`src/rtl/i2c_apb_regs_pkg.sv`:
```
// Shared constants for the I2C master APB register bank: register offsets,
// bit positions inside CMD/STATUS/CTRL and reset defaults.
package i2c_regs_pkg;

    localparam int          REG_AW           = 8;
    localparam logic [15:0] PRESCALE_RST_DEF = 16'hFFFF;

    localparam logic [REG_AW-1:0] OFF_PRESCALE = 8'h00;
    localparam logic [REG_AW-1:0] OFF_CTRL     = 8'h04;
    localparam logic [REG_AW-1:0] OFF_TXDATA   = 8'h08;
    localparam logic [REG_AW-1:0] OFF_CMD      = 8'h0C;
    localparam logic [REG_AW-1:0] OFF_RXDATA   = 8'h10;
    localparam logic [REG_AW-1:0] OFF_STATUS   = 8'h14;

    localparam int CTRL_EN  = 0;
    localparam int CTRL_IEN = 1;

    localparam int CMD_STA   = 0;
    localparam int CMD_STO   = 1;
    localparam int CMD_RD    = 2;
    localparam int CMD_WR    = 3;
    localparam int CMD_ACKN  = 4;
    localparam int CMD_IACK  = 7;

    localparam int STAT_BUSY = 0;
    localparam int STAT_TIP  = 1;
    localparam int STAT_RXAK = 2;
    localparam int STAT_AL   = 3;
    localparam int STAT_IRQ  = 4;

endpackage

```
`src/rtl/i2c_apb_regs_if.sv`:
```
// APB bus bundle between the bridge (master) and the I2C register bank (slave).
interface i2c_apb_regs_if;
    logic        apb_sel;
    logic        apb_en;
    logic        apb_write;
    logic [31:0] apb_addr;
    logic [31:0] apb_wdata;
    logic        apb_ready;
    logic [31:0] apb_rdata;

    modport master (
        output apb_sel, apb_en, apb_write, apb_addr, apb_wdata,
        input  apb_ready, apb_rdata
    );

    modport slave (
        input  apb_sel, apb_en, apb_write, apb_addr, apb_wdata,
        output apb_ready, apb_rdata
    );
endinterface

```
`src/rtl/i2c_apb_regs_apb_wait_timer.sv`:
```
// Access-phase wait-state counter; apb_ready rises once WAIT_STATES extra
// cycles have elapsed and the counter restarts for the next access.
module apb_wait_timer #(
    parameter int WAIT_STATES = 0
) (
    input  logic clk,
    input  logic rst_n,
    input  logic sel_i,
    input  logic en_i,
    output logic ready_o
);
    localparam logic [3:0] WS_L = 4'(WAIT_STATES);

    logic [3:0] cnt_q;
    logic [3:0] cnt_d;
    logic       access_s;
    logic       ready_s;

    assign access_s = sel_i & en_i;
    // Gated with rst_n so ready drops the instant reset is asserted.
    assign ready_s  = access_s & rst_n & (cnt_q == WS_L);
    assign ready_o  = ready_s;

    // Next count: advance while stalled, otherwise restart.
    always_comb begin
        cnt_d = 4'd0;
        if (access_s && !ready_s) begin
            cnt_d = cnt_q + 4'd1;
        end else begin
            cnt_d = 4'd0;
        end
    end

    // Counter register.
    always_ff @(posedge clk or negedge rst_n) begin
        if (!rst_n) begin
            cnt_q <= 4'd0;
        end else begin
            cnt_q <= cnt_d;
        end
    end
endmodule

```
`src/rtl/i2c_apb_regs.sv`:
```
// APB register bank for the I2C master: configuration/command registers,
// status capture from the byte controller and interrupt generation.
module i2c_apb_regs
    import i2c_regs_pkg::*;
#(
    parameter logic [31:0] BASE_ADDR    = 32'h0000_0000,
    parameter int          WAIT_STATES  = 0,
    parameter logic [15:0] PRESCALE_RST = PRESCALE_RST_DEF
) (
    input  logic                 clk,
    input  logic                 rst_n,
    i2c_apb_regs_if.slave        apb,
    output logic                 core_en,
    output logic [15:0]          prescale,
    output logic [7:0]           txd,
    output logic                 cmd_sta,
    output logic                 cmd_sto,
    output logic                 cmd_rd,
    output logic                 cmd_wr,
    output logic                 cmd_ack_n,
    input  logic [7:0]           rxd,
    input  logic                 cmd_done,
    input  logic                 rx_ack,
    input  logic                 busy,
    input  logic                 arb_lost,
    output logic                 irq
);
    logic              ready_s, hit_s, wr_s, cmd_wr_s;
    logic [REG_AW-1:0] off_s;
    logic [31:0]       rdata_s;
    logic [4:0]        status_s;
    logic [15:0]       unused_wdata_s;

    logic [15:0] prescale_q, prescale_d;
    logic [1:0]  ctrl_q, ctrl_d;
    logic [7:0]  txd_q, txd_d;
    logic [4:0]  cmd_q, cmd_d;    // {ack_n, wr, rd, sto, sta}
    logic [7:0]  rxd_q, rxd_d;
    logic        rx_ack_q, rx_ack_d;
    logic        al_q, al_d;
    logic        irq_flag_q, irq_flag_d;

    apb_wait_timer #(.WAIT_STATES(WAIT_STATES)) u_wait (
        .clk     (clk),
        .rst_n   (rst_n),
        .sel_i   (apb.apb_sel),
        .en_i    (apb.apb_en),
        .ready_o (ready_s)
    );

    assign off_s          = apb.apb_addr[REG_AW-1:0];
    assign hit_s          = (apb.apb_addr[31:REG_AW] == BASE_ADDR[31:REG_AW]);
    assign wr_s           = apb.apb_sel & apb.apb_en & apb.apb_write & ready_s & hit_s;
    assign cmd_wr_s       = wr_s & (off_s == OFF_CMD);
    assign unused_wdata_s = apb.apb_wdata[31:16];

    assign status_s = {irq_flag_q, al_q, rx_ack_q, cmd_q[CMD_RD] | cmd_q[CMD_WR], busy};

    // Register next-state: bus writes, command lifecycle and status capture.
    always_comb begin
        prescale_d = prescale_q;
        ctrl_d     = ctrl_q;
        txd_d      = txd_q;
        if (wr_s && off_s == OFF_PRESCALE) begin
            prescale_d = apb.apb_wdata[15:0];
        end else begin
            prescale_d = prescale_q;
        end
        if (wr_s && off_s == OFF_CTRL) begin
            ctrl_d = apb.apb_wdata[1:0];
        end else begin
            ctrl_d = ctrl_q;
        end
        if (wr_s && off_s == OFF_TXDATA) begin
            txd_d = apb.apb_wdata[7:0];
        end else begin
            txd_d = txd_q;
        end
        // A command write landing with cmd_done/arb_lost overrides the clear.
        if (cmd_wr_s && ctrl_q[CTRL_EN]) begin
            cmd_d = apb.apb_wdata[4:0];
        end else if (cmd_done || arb_lost) begin
            cmd_d = {cmd_q[CMD_ACKN], 4'b0000};
        end else begin
            cmd_d = cmd_q;
        end
        if (cmd_done) begin
            rxd_d    = rxd;
            rx_ack_d = rx_ack;
        end else begin
            rxd_d    = rxd_q;
            rx_ack_d = rx_ack_q;
        end
        if (arb_lost) begin
            al_d = 1'b1;
        end else if (cmd_wr_s && apb.apb_wdata[CMD_STA]) begin
            al_d = 1'b0;
        end else begin
            al_d = al_q;
        end
        if (cmd_done || arb_lost) begin
            irq_flag_d = 1'b1;
        end else if (cmd_wr_s && apb.apb_wdata[CMD_IACK]) begin
            irq_flag_d = 1'b0;
        end else begin
            irq_flag_d = irq_flag_q;
        end
    end

    // Register state.
    always_ff @(posedge clk or negedge rst_n) begin
        if (!rst_n) begin
            prescale_q <= PRESCALE_RST;
            ctrl_q     <= 2'b00;
            txd_q      <= 8'h00;
            cmd_q      <= 5'b00000;
            rxd_q      <= 8'h00;
            rx_ack_q   <= 1'b0;
            al_q       <= 1'b0;
            irq_flag_q <= 1'b0;
        end else begin
            prescale_q <= prescale_d;
            ctrl_q     <= ctrl_d;
            txd_q      <= txd_d;
            cmd_q      <= cmd_d;
            rxd_q      <= rxd_d;
            rx_ack_q   <= rx_ack_d;
            al_q       <= al_d;
            irq_flag_q <= irq_flag_d;
        end
    end

    // Read mux; misses and idle cycles return zero.
    always_comb begin
        rdata_s = 32'h0000_0000;
        if (ready_s && hit_s) begin
            case (off_s)
                OFF_PRESCALE: rdata_s = {16'h0000, prescale_q};
                OFF_CTRL:     rdata_s = {30'h0000_0000, ctrl_q};
                OFF_TXDATA:   rdata_s = {24'h00_0000, txd_q};
                OFF_CMD:      rdata_s = {27'h000_0000, cmd_q};
                OFF_RXDATA:   rdata_s = {24'h00_0000, rxd_q};
                OFF_STATUS:   rdata_s = {27'h000_0000, status_s};
                default:      rdata_s = 32'h0000_0000;
            endcase
        end else begin
            rdata_s = 32'h0000_0000;
        end
    end

    assign apb.apb_ready = ready_s;
    assign apb.apb_rdata = rdata_s;

    assign core_en   = ctrl_q[CTRL_EN];
    assign prescale  = prescale_q;
    assign txd       = txd_q;
    assign cmd_sta   = cmd_q[CMD_STA];
    assign cmd_sto   = cmd_q[CMD_STO];
    assign cmd_rd    = cmd_q[CMD_RD];
    assign cmd_wr    = cmd_q[CMD_WR];
    assign cmd_ack_n = cmd_q[CMD_ACKN];
    assign irq       = irq_flag_q & ctrl_q[CTRL_IEN];
endmodule

```
`src/flat_wrapper.sv`:
```
// flat-port wrapper written by rule: the top's interface ports become plain ports
module i2c_apb_regs_flat import i2c_regs_pkg::*;
#(
    parameter logic [31:0] BASE_ADDR    = 32'h0000_0000,
    parameter int          WAIT_STATES  = 0,
    parameter logic [15:0] PRESCALE_RST = PRESCALE_RST_DEF
)
  (clk, rst_n, core_en, prescale, txd, cmd_sta, cmd_sto, cmd_rd, cmd_wr, cmd_ack_n, rxd, cmd_done, rx_ack, busy, arb_lost, irq, apb_apb_sel, apb_apb_en, apb_apb_write, apb_apb_addr, apb_apb_wdata, apb_apb_ready, apb_apb_rdata);
  i2c_apb_regs_if apb_i ();
  input  logic clk;
  input  logic rst_n;
  output logic core_en;
  output logic [15:0] prescale;
  output logic [7:0] txd;
  output logic cmd_sta;
  output logic cmd_sto;
  output logic cmd_rd;
  output logic cmd_wr;
  output logic cmd_ack_n;
  input  logic [7:0] rxd;
  input  logic cmd_done;
  input  logic rx_ack;
  input  logic busy;
  input  logic arb_lost;
  output logic irq;
  input wire logic [$bits(apb_i.apb_sel)-1:0] apb_apb_sel;
  input wire logic [$bits(apb_i.apb_en)-1:0] apb_apb_en;
  input wire logic [$bits(apb_i.apb_write)-1:0] apb_apb_write;
  input wire logic [$bits(apb_i.apb_addr)-1:0] apb_apb_addr;
  input wire logic [$bits(apb_i.apb_wdata)-1:0] apb_apb_wdata;
  output wire logic [$bits(apb_i.apb_ready)-1:0] apb_apb_ready;
  output wire logic [$bits(apb_i.apb_rdata)-1:0] apb_apb_rdata;
  assign apb_i.apb_sel = apb_apb_sel;
  assign apb_i.apb_en = apb_apb_en;
  assign apb_i.apb_write = apb_apb_write;
  assign apb_i.apb_addr = apb_apb_addr;
  assign apb_i.apb_wdata = apb_apb_wdata;
  assign apb_apb_ready = apb_i.apb_ready;
  assign apb_apb_rdata = apb_i.apb_rdata;
  i2c_apb_regs #(.BASE_ADDR(BASE_ADDR), .WAIT_STATES(WAIT_STATES), .PRESCALE_RST(PRESCALE_RST)) u_core (.clk(clk), .rst_n(rst_n), .apb(apb_i), .core_en(core_en), .prescale(prescale), .txd(txd), .cmd_sta(cmd_sta), .cmd_sto(cmd_sto), .cmd_rd(cmd_rd), .cmd_wr(cmd_wr), .cmd_ack_n(cmd_ack_n), .rxd(rxd), .cmd_done(cmd_done), .rx_ack(rx_ack), .busy(busy), .arb_lost(arb_lost), .irq(irq));
endmodule
```
`config.mk`:
```
export PLATFORM = sky130hd
export DESIGN_NAME = i2c_apb_regs_flat
export DESIGN_NICKNAME = d
export VERILOG_FILES = /design/src/rtl/i2c_apb_regs_pkg.sv /design/src/rtl/i2c_apb_regs_if.sv /design/src/rtl/i2c_apb_regs_apb_wait_timer.sv /design/src/rtl/i2c_apb_regs.sv /design/src/flat_wrapper.sv
export SDC_FILE = /design/constraint.sdc
export NUM_CORES = 1
export LEC_CHECK = 0
export BUFFER_PORTS_ARGS = -buffer_cell sky130_fd_sc_hd__buf_2
export CAP_MARGIN = 20
export CORE_MARGIN = 2
export CORE_UTILIZATION = 40
export CTS_CLUSTER_SIZE = 25
export DETAILED_ROUTE_END_ITERATION = 16
export GPL_TIMING_DRIVEN = 0
export PLACE_DENSITY = 0.76
export SKIP_LAST_GASP = 1
export SYNTH_ARGS = -nofsm -noshare
export SYNTH_HDL_FRONTEND = slang
export SYNTH_HIERARCHICAL = 1
export SYNTH_SLANG_ARGS = --single-unit
export TNS_END_PERCENT = 10
```
`constraint.sdc`:
```
create_clock -name clk -period 2.4 [get_ports clk]
set_input_delay 0.48 -clock clk [delete_from_list [all_inputs] [get_ports clk]]
set_output_delay 0.48 -clock clk [all_outputs]
set_load 0.05 [all_outputs]
```
== Yosys cells after proc, flatten, opt, wreduce, memory -nomap -nowiden ==
Index checks and enable logic that the tools add are counted.

* Logic and storage cells: 50
* Register bits after elaboration: 46
* Output and inout bits: 64
* Input bits: 81

* Mux-type cells: 9
* Reductions and logical operators: 16
* Equal/unequal tests: 5
* $add $sub $neg: 1
* Bitwise gates (word level): 9

{| class="wikitable"
|+ Operator list
! cell !! number
|-
| $pmux 16 s6 || 1
|-
| $logic_not 24->1 || 1
|-
| $eq 8x4->1 const B || 2
|-
| $eq 8x5->1 const B || 2
|-
| $mux 16 || 1
|-
| $and 1x1->1 || 8
|-
| $eq 8x3->1 const B || 1
|-
| $logic_and 1x1->1 || 8
|-
| $logic_not 8->1 || 1
|-
| $mux 4 || 2
|-
| $reduce_bool 2->1 || 3
|-
| $mux 5 || 1
|-
| $add 4x1->4 const B || 1
|-
| $logic_not 4->1 || 1
|-
| $mux 1 || 4
|-
| $logic_not 1->1 || 1
|-
| $logic_or 1x1->1 || 1
|-
| $or 1x1->1 || 1
|}

== Longest topological paths before layout ==
Gate-level depths: netlist of run 1.

* Depth in word-level cells: 9
* Depth in mapped cells: 11
* Mapped depth without buffers: 8

== Cells and area by module ==
Netlist of run 1, hierarchy kept.

{| class="wikitable"
|+ Modules (own cells, without submodules)
! module !! area each (um2) !! cells each !! sequential area each (um2) !! instances
|-
| i2c_apb_regs || 2397.3 || 203 || 1071.0 || 1
|-
| apb_wait_timer || 224.0 || 19 || 100.1 || 1
|}

== Worst setup path after synthesis of run 1 ==
OpenSTA, ideal clock, no wires.

* Kind: flip-flop to output port
* Start: register u_core.u_wait.cnt_q[0]
* End: output apb_apb_rdata[5]
* Data arrival time: 3123 ps
* Setup slack: -1203 ps
* Path buffers: 1
* Stages on the path, launching flop included: 10
* Required time: 1920 ps
* Cell sequence: dfrtp_1 > inv_1 > ha_1 > nor4bb_4 > and2b_2 > nor4b_1 > and4_1 > buf_2 > nand4_1 > nor3_1

* Longest elaborated chain between the ends: 4

{| class="wikitable"
|+ RTL lines
! item !! line !! text
|-
| start: declaration || i2c_apb_regs_apb_wait_timer.sv:14 || <nowiki>logic [3:0] cnt_q;</nowiki>
|-
| start signal: assignment || i2c_apb_regs_apb_wait_timer.sv:39 || <nowiki>cnt_q <= cnt_d;</nowiki>
|-
| $logic_not 4->1 || i2c_apb_regs_apb_wait_timer.sv:21 || <nowiki>assign ready_s = access_s & rst_n & (cnt_q == WS_L);</nowiki>
|-
| $and 1x1->1 || i2c_apb_regs_apb_wait_timer.sv:21 ||
|-
| via apb_apb_ready || flat_wrapper.sv:31 || <nowiki>output wire logic [$bits(apb_i.apb_ready)-1:0] apb_apb_ready;</nowiki>
|-
| $logic_and 1x1->1 || i2c_apb_regs.sv:136 || <nowiki>if (ready_s && hit_s) begin</nowiki>
|-
| $mux 16 || i2c_apb_regs.sv:136 ||
|-
| end: declaration || flat_wrapper.sv:32 || <nowiki>output wire logic [$bits(apb_i.apb_rdata)-1:0] apb_apb_rdata;</nowiki>
|}

The timed path passes the listed nets, and every way through them passes these cells.

== Worst setup path in the final report of run 1 ==
* Start: register u_core.u_wait.cnt_q[0]
* End: output apb_apb_rdata[3]

* Longest elaborated chain between the ends: 4

{| class="wikitable"
|+ RTL lines
! item !! line
|-
| $logic_not 4->1 || i2c_apb_regs_apb_wait_timer.sv:21
|-
| $and 1x1->1 || i2c_apb_regs_apb_wait_timer.sv:21
|-
| $logic_and 1x1->1 || i2c_apb_regs.sv:136
|-
| $mux 16 || i2c_apb_regs.sv:136
|}

No other way between the ends.

==> results of run 1 <==
## final timing paths
| kind | slack [ns] | end | start |
|---|---|---|---|
| max in group asynchronous | 2.11 | u_core/prescale[10] | rst_n |
| setup / recovery | -0.50 | apb_apb_rdata[3] | u_core/u_wait/cnt_q[0] |
| hold / removal | 0.02 | u_core/rxd_q[3] | rst_n |
| setup reg to reg | -0.09 | u_core/txd[6] | u_core/u_wait/cnt_q[0] |
| hold reg to reg | 0.51 | u_core/rxd_q[5] | u_core/rxd_q[5] |
| min in group clk | 0.41 | u_core/rxd_q[3] | rxd[3] |
## timing repair
item / 4_1_cts / 5_1_grt
endpoints found under the setup margin: 50 / 39
resized for setup: 48 / 14
buffers inserted: 5 / 3
pin swaps: 4 / 4
## per-layer routing
| layer | up-vias | part of all wire [%] | track usage (%) | wire, microns |
|---|---|---|---|---|
| met5 | - | 0 | 0 | 0 |
| met4 | 0 | 0.35 | 3.03 | 23 |
| met3 | 4 | 7.4 | 4.96 | 486 |
| met2 | 90 | 51 | 30.3 | 3340 |
| met1 | 1026 | 41 | 23.2 | 2730 |
| li1 | 1051 | - | - | - |
## cell type report
cell class | instances | area (sq um)
clock inverter | 2 | 60.1
clock buffer | 6 | 82.6
timing repair buffer | 119 | 753
tap | 77 | 96.3
sequential | 46 | 1170
multi-input combinational | 158 | 1390
buffer | 27 | 199
inverter | 6 | 22.5
fill | 548 | 2580
## kinds of logic (layout without fill, tap and decap cells)
| kind of cell | Yosys count | in the layout | synth area share [%] |
|---|---|---|---|
| flops | 46 | 46 | 44.7 |
| simple gates | 72 | 72 | 17.5 |
| fa+ha+maj | 2 | 2 | 0.955 |
| xor+xnor | 1 | 1 | 0.334 |
| buf+inv | 33 | 160 | 8.21 |
| mux | 55 | 55 | 25.3 |
| other cells | 1 | 16 | 0.143 |
| compound gates | 12 | 12 | 2.91 |
## stage by stage
stage	area, sq um	std cells	util (%)	worst slack (ns)	setup TNS [ns]
after floorplan	2710	237	-	-0.798	-10.31
after global placement	3360	425	53.0	-1.66	-55.26
after detailed placement	3360	425	53.0	-1.66	-55.85
after CTS	3710	438	58.4	-0.485	-7.85
after global routing	3770	441	59.4	-0.638	-12.72
final	3770	441	59.4	-0.501	-8.42
## state kept, by name (all words and copies together) (netlist names)
register	cells
u_core/irq_flag_q	1
u_core/prescale	16
u_core/txd	8
u_core/rx_ack_q	1
u_core/al_q	1
u_core/cmd_q	5
u_core/u_wait/cnt_q	4
u_core/rxd_q	8
u_core/ctrl_q	2
## cell usage in the layout (no fill, tap or decap), types with 3 or more instances in the layout
master	n
buf_2	96
dfrtp_1	30
mux2_2	29
buf_4	23
conb_1	16
dfstp_2	16
buf_6	15
mux2i_1	14
mux2_4	10
nor2_1	9
and2_4	8
clkbuf_8	6
nor4_1	6
nand2_1	6
nand3_1	6
clkbuf_1	5
nor3_1	5
nor2_2	5
buf_8	4
nand4_1	4
inv_1	4
and3_1	3
a21oi_1	3
nor3_4	3
o21ai_0	3
a22oi_1	3
## worst max-delay path: cells and delay by family, from the launching register on
family | cells | cell delay (ns)
buf+inv | 4 | 0.55
flops | 1 | 0.40
simple gates | 6 | 1.03
fa+ha+maj | 1 | 0.13
## power groups by stage
stage	Clock [mW]	Sequential, mW	Combinational, mW
after floorplan	0	0.813	0.149
after global placement	0	0.815	0.234
after detailed placement	0	0.816	0.237
after CTS	0.731	0.801	0.249
after global routing	0.764	0.803	0.275
final	0.715	0.801	0.255
==> key figures, run 1 <==
Critical path
  – Setup CP Type: flip-flop to primary output
  – CP Max Fanout: 8
  – Worst Reg-to-Reg Cells: 10
  – Crit-path cells: inv_2 > ha_4 > nor4bb_4 > and2b_4 > nor4b_4 > and4_1 > buf_6 > nand4_1 > buf_6 > nor2_2 > buf_6
  – Critical Path Source Type: flip-flop
  – Top cell by count, worst path: buf_6
  – Max stage delay on crit path: 0.40 ns
  – CP endpoint kind: primary output
  – Slowest CP cell: dfrtp_1
  – Worst Path Arrival: 2.42 ns
  – Req. time, crit path: 1.92 ns

Cells and area
  – Synthesis-to-layout area growth: 43.9%
  – Fin nets: 446
  – Share of post-route cells with drive strength above 1: 64.0%
  – Ant. Diodes: 0

Routing
  – Via count: 2171
  – Total iterations of the first detailed-routing run: 4
  – WL per Instance: 14.9 microns
  – Detailed Route WL: 6580 microns
  – DRC: 0
  – Post-DRT Antenna Nets: 0
  – Average vias per placed instance: 4.92
  – DRT iter0 DRCs: 47

Die
  – Initial core utilization: 41.3%
  – Num rows: 29
  – Core area: 6350 sq um
  – Die area: 7220 sq um
  – Die extent in y: 85.0 microns
  – IO Count: 145
  – Die X: 85.0 microns

Yosys
  – Asr flop ratio synth: 100%
  – Synthesized flop and latch total: 46
  – Unique masters post-synth: 43
  – Syn Std Cell Area: 2620 sq um
  – Synth top area cells: dfrtp_1, dfstp_2, mux2_2
  – Count leader, synth: dfrtp_1
  – Commonest cells post-synth: dfrtp_1, mux2_2, buf_4, dfstp_2
  – Synth area leader: dfrtp_1
  – Seq/Total Area, Yosys: 44.7%
  – Gate Count Post-Synth: 222
  – Mean Syn Cell Area: 11.8 sq um
  – Post-synth EDFFs: 0
  – Most used DFF post-synth: dfrtp_1
  – Synth top area share: 28.6%
  – Yosys warns: 6

Power
  – Sw Ratio: 24.2%
  – Combinational Power Share: 14.4%
  – Leakage power: 1.95 nW
  – Power after layout: 1.77 mW
  – Part of the power in registers: 45.2%
  – Int Power: 1.34 mW
  – Clock power share: 40.3%
  – Net Sw Power: 0.428 mW
  – PD cells: 470 nW/um^2
  – VDD IR max: 0.000287 V

STA
  – Crit share post-route: 121%
  – Hold Slack: 0.0162 ns
  – Setup ws final: -0.501 ns
  – Final setup viols: 26
  – Least-Margin Pin Slew: 0.635 ns
  – Fin. Hold Viols: 0
  – RSZ-0062 raised after global routing: true
  – Slew headroom: 57.7%
  – Final Skew: 0.00866 ns
  – Final min period: 2.90 ns
  – Fmax: 345 MHz
  – Final Max Slew Viols: 0

Global routing
  – Gr usage total: 17.9%
  – Initial antenna violation count: 0
  – Number of global-route vias before repair: 2076
  – Maximum number of pins on one net before global-route repair: 48
  – Global-route wire length before repair: 10200 microns
  – GRT overflow: 0

Job
  – Number of max-cap violations: 0

CTS
  – Reg clk slew, reported paths: 0.09 ns
  – Number of H-tree levels: 2
  – # clock sinks: 46
  – Root buf cell: clkbuf_8
  – Worst-Skew Late Latency: 0.30 ns
  – Hold buffers post-CTS: 0
  – Clk buf depth: 2
  – Total CTS buffers: 5
  – CTS tree: yes

Placed design
  – Post-DP HPWL: 4830 microns
  – GPL Wtd Cong: 0.796
  – PortBufs: 111

Min path
  – Hold Crit Class: input port to asynchronous set/reset pin

Outcome
  – Outcome: finished, violations left
  – Failing checks: setup timing
No activity file was read; power rests on OpenSTA's default activity.
==> inputs of run 2 (changes only) <==
- PLACE_DENSITY: 0.76 -> 0.74
==> key figures, run 2 (synthesized netlist as in run 1, its figures left out) <==
Placed design
  – PortBufs: 111
  – Post-DP HPWL: 4840 microns
  – Post-placement cell count: 425
  – GPL Wtd Cong: 0.762

CTS
  – Worst-Skew Late Latency: 0.30 ns
  – Reg clk slew, reported paths: 0.09 ns
  – CTS tree: yes
  – Total CTS buffers: 5
  – # clock sinks: 46
  – Hold buffers post-CTS: 0
  – Root buf cell: clkbuf_8
  – Clk buf depth: 2
  – Number of H-tree levels: 2

Global routing
  – Number of global-route vias before repair: 2162
  – Initial antenna violation count: 0
  – GRT overflow: 0
  – Maximum number of pins on one net before global-route repair: 48
  – Gr usage total: 18.8%
  – Global-route wire length before repair: 10700 microns

Cells and area
  – Final Util: 58.2%
  – Synthesis-to-layout area growth: 41.1%
  – Fin nets: 447
  – Most common cell after layout, fill and taps aside: buf_2
  – Most frequent cells in the layout: buf_2, dfrtp_1, mux2_2, buf_4
  – Ant. Diodes: 0
  – Post-route insts no fill: 442
  – Max reg flops: 16
  – Layout fillers: 552
  – Sequential cell area: 1170 sq um
  – Share of post-route cells with drive strength above 1: 61.1%
  – Multi-input gate area: 1370 sq um

STA
  – Final setup viols: 40
  – Fin. Hold Viols: 0
  – Hold Slack: 0.0205 ns
  – Final min period: 2.96 ns
  – Least-Margin Pin Slew: 0.671 ns
  – Crit share post-route: 123%
  – Setup ws final: -0.559 ns
  – Slew headroom: 55.2%
  – Final Max Slew Viols: 0
  – RSZ-0062 raised after global routing: true
  – Fmax: 338 MHz
  – Setup TNS: -10.87 ns
  – Final Skew: 0.00347 ns

Critical path
  – Setup CP Type: flip-flop to primary output
  – CP endpoint kind: primary output
  – Worst Reg-to-Reg Cells: 12
  – Crit-path cells: inv_1 > ha_2 > nor4bb_4 > and2b_4 > nor4b_4 > and4_1 > buf_6 > nand4_1 > buf_6 > nor2_2 > buf_6
  – R2r startpoint: u_core/u_wait/cnt_q[1]
  – FF-to-FF End: u_core/prescale[7]
  – Slowest CP cell: dfrtp_1
  – FF-to-FF setup slack: -0.16 ns
  – Max stage delay on crit path: 0.39 ns
  – Worst Path Buf+Inv: 4
  – Req. time, crit path: 1.92 ns
  – Cell family with most CP delay: simple AND/OR/NAND/NOR gates
  – Critical Path Source Type: flip-flop
  – Worst Path Arrival: 2.48 ns
  – CP Max Fanout: 8
  – Top cell by count, worst path: buf_6

Routing
  – Total iterations of the first detailed-routing run: 4
  – DRC: 0
  – WL per Instance: 15.3 microns
  – Via count: 2209
  – Detailed Route WL: 6780 microns
  – Average vias per placed instance: 5.00
  – Post-DRT Antenna Nets: 0
  – DRT iter0 DRCs: 64

Power
  – VDD IR max: 0.000357 V
  – PD cells: 416 nW/um^2
  – Leakage power: 1.92 nW

Die
  – Core area: 6350 sq um
  – Die area: 7220 sq um
  – IO Count: 145
  – Num rows: 29
  – Initial core utilization: 41.3%
  – Die X: 85.0 microns
  – Die extent in y: 85.0 microns

Outcome
  – Failing checks: setup timing
  – Outcome: finished, violations left

Min path
  – Hold Crit Class: input port to asynchronous set/reset pin

Job
  – Number of max-cap violations: 0
run 2: cell types whose count changed in the layout (fill, tap and decap cells not counted), sizes merged:
cell,before,now
buf,141,142
bufinv,2,0
clkinv,0,2
run 2: layout make-up:
class	count	area share, %
clock buffer	6	1.96
inverter	6	0.609
sequential	46	31.7
clock inverter	2	0.372
timing repair buffer	120	20.3
tap	77	2.61
buffer	27	5.38
multi-input combinational	158	37.1
run 2: worst max-delay path by stage:
| stage | from | endpoint | slack (ns) | cells after the start |
|---|---|---|---|---|
| after global placement | rst_n | apb_apb_rdata[7] | -1.65 | 9 |
| after CTS | u_core/u_wait/cnt_q[1] | apb_apb_rdata[11] | -0.52 | 10 |
| after detailed placement | rst_n | apb_apb_rdata[7] | -1.66 | 9 |
| after global routing | u_core/u_wait/cnt_q[1] | apb_apb_rdata[5] | -0.71 | 11 |
| final | u_core/u_wait/cnt_q[1] | apb_apb_rdata[1] | -0.56 | 11 |
| after floorplan | u_core/u_wait/cnt_q[0] | apb_apb_rdata[0] | -0.80 | 9 |
run 2: layer usage:
layer	vias up	global-route usage, %	part of all wire, %	routed length [microns]
met5	-	0	0	0
met4	0	4.62	0.80	54
met3	6	5.25	8.8	600
met2	114	31.5	50	3390
met1	1036	24.1	40	2740
li1	1053	-	-	-
run 2: per-stage QoR:
step	total power [mW]	area, sq um	setup slack [ns]
detailed placement	1.05	3360	-1.66
global route	1.60	3700	-0.715
global placement	1.05	3360	-1.65
floorplan	0.961	2710	-0.798
finish	1.54	3700	-0.559
CTS	1.55	3650	-0.519
run 2: power by group:
part | switching [mW] | internal (mW) | total, mW
combinational | 0.148 | 0.104 | 0.253
sequential | 0.00911 | 0.792 | 0.801
clock | 0.278 | 0.206 | 0.484
run 2: what timing repair did:
item	4_1_cts	5_1_grt
gates resized for setup	43	9
pin swaps	4	3
buffers inserted	7	2
setup endpoints to repair	50	42
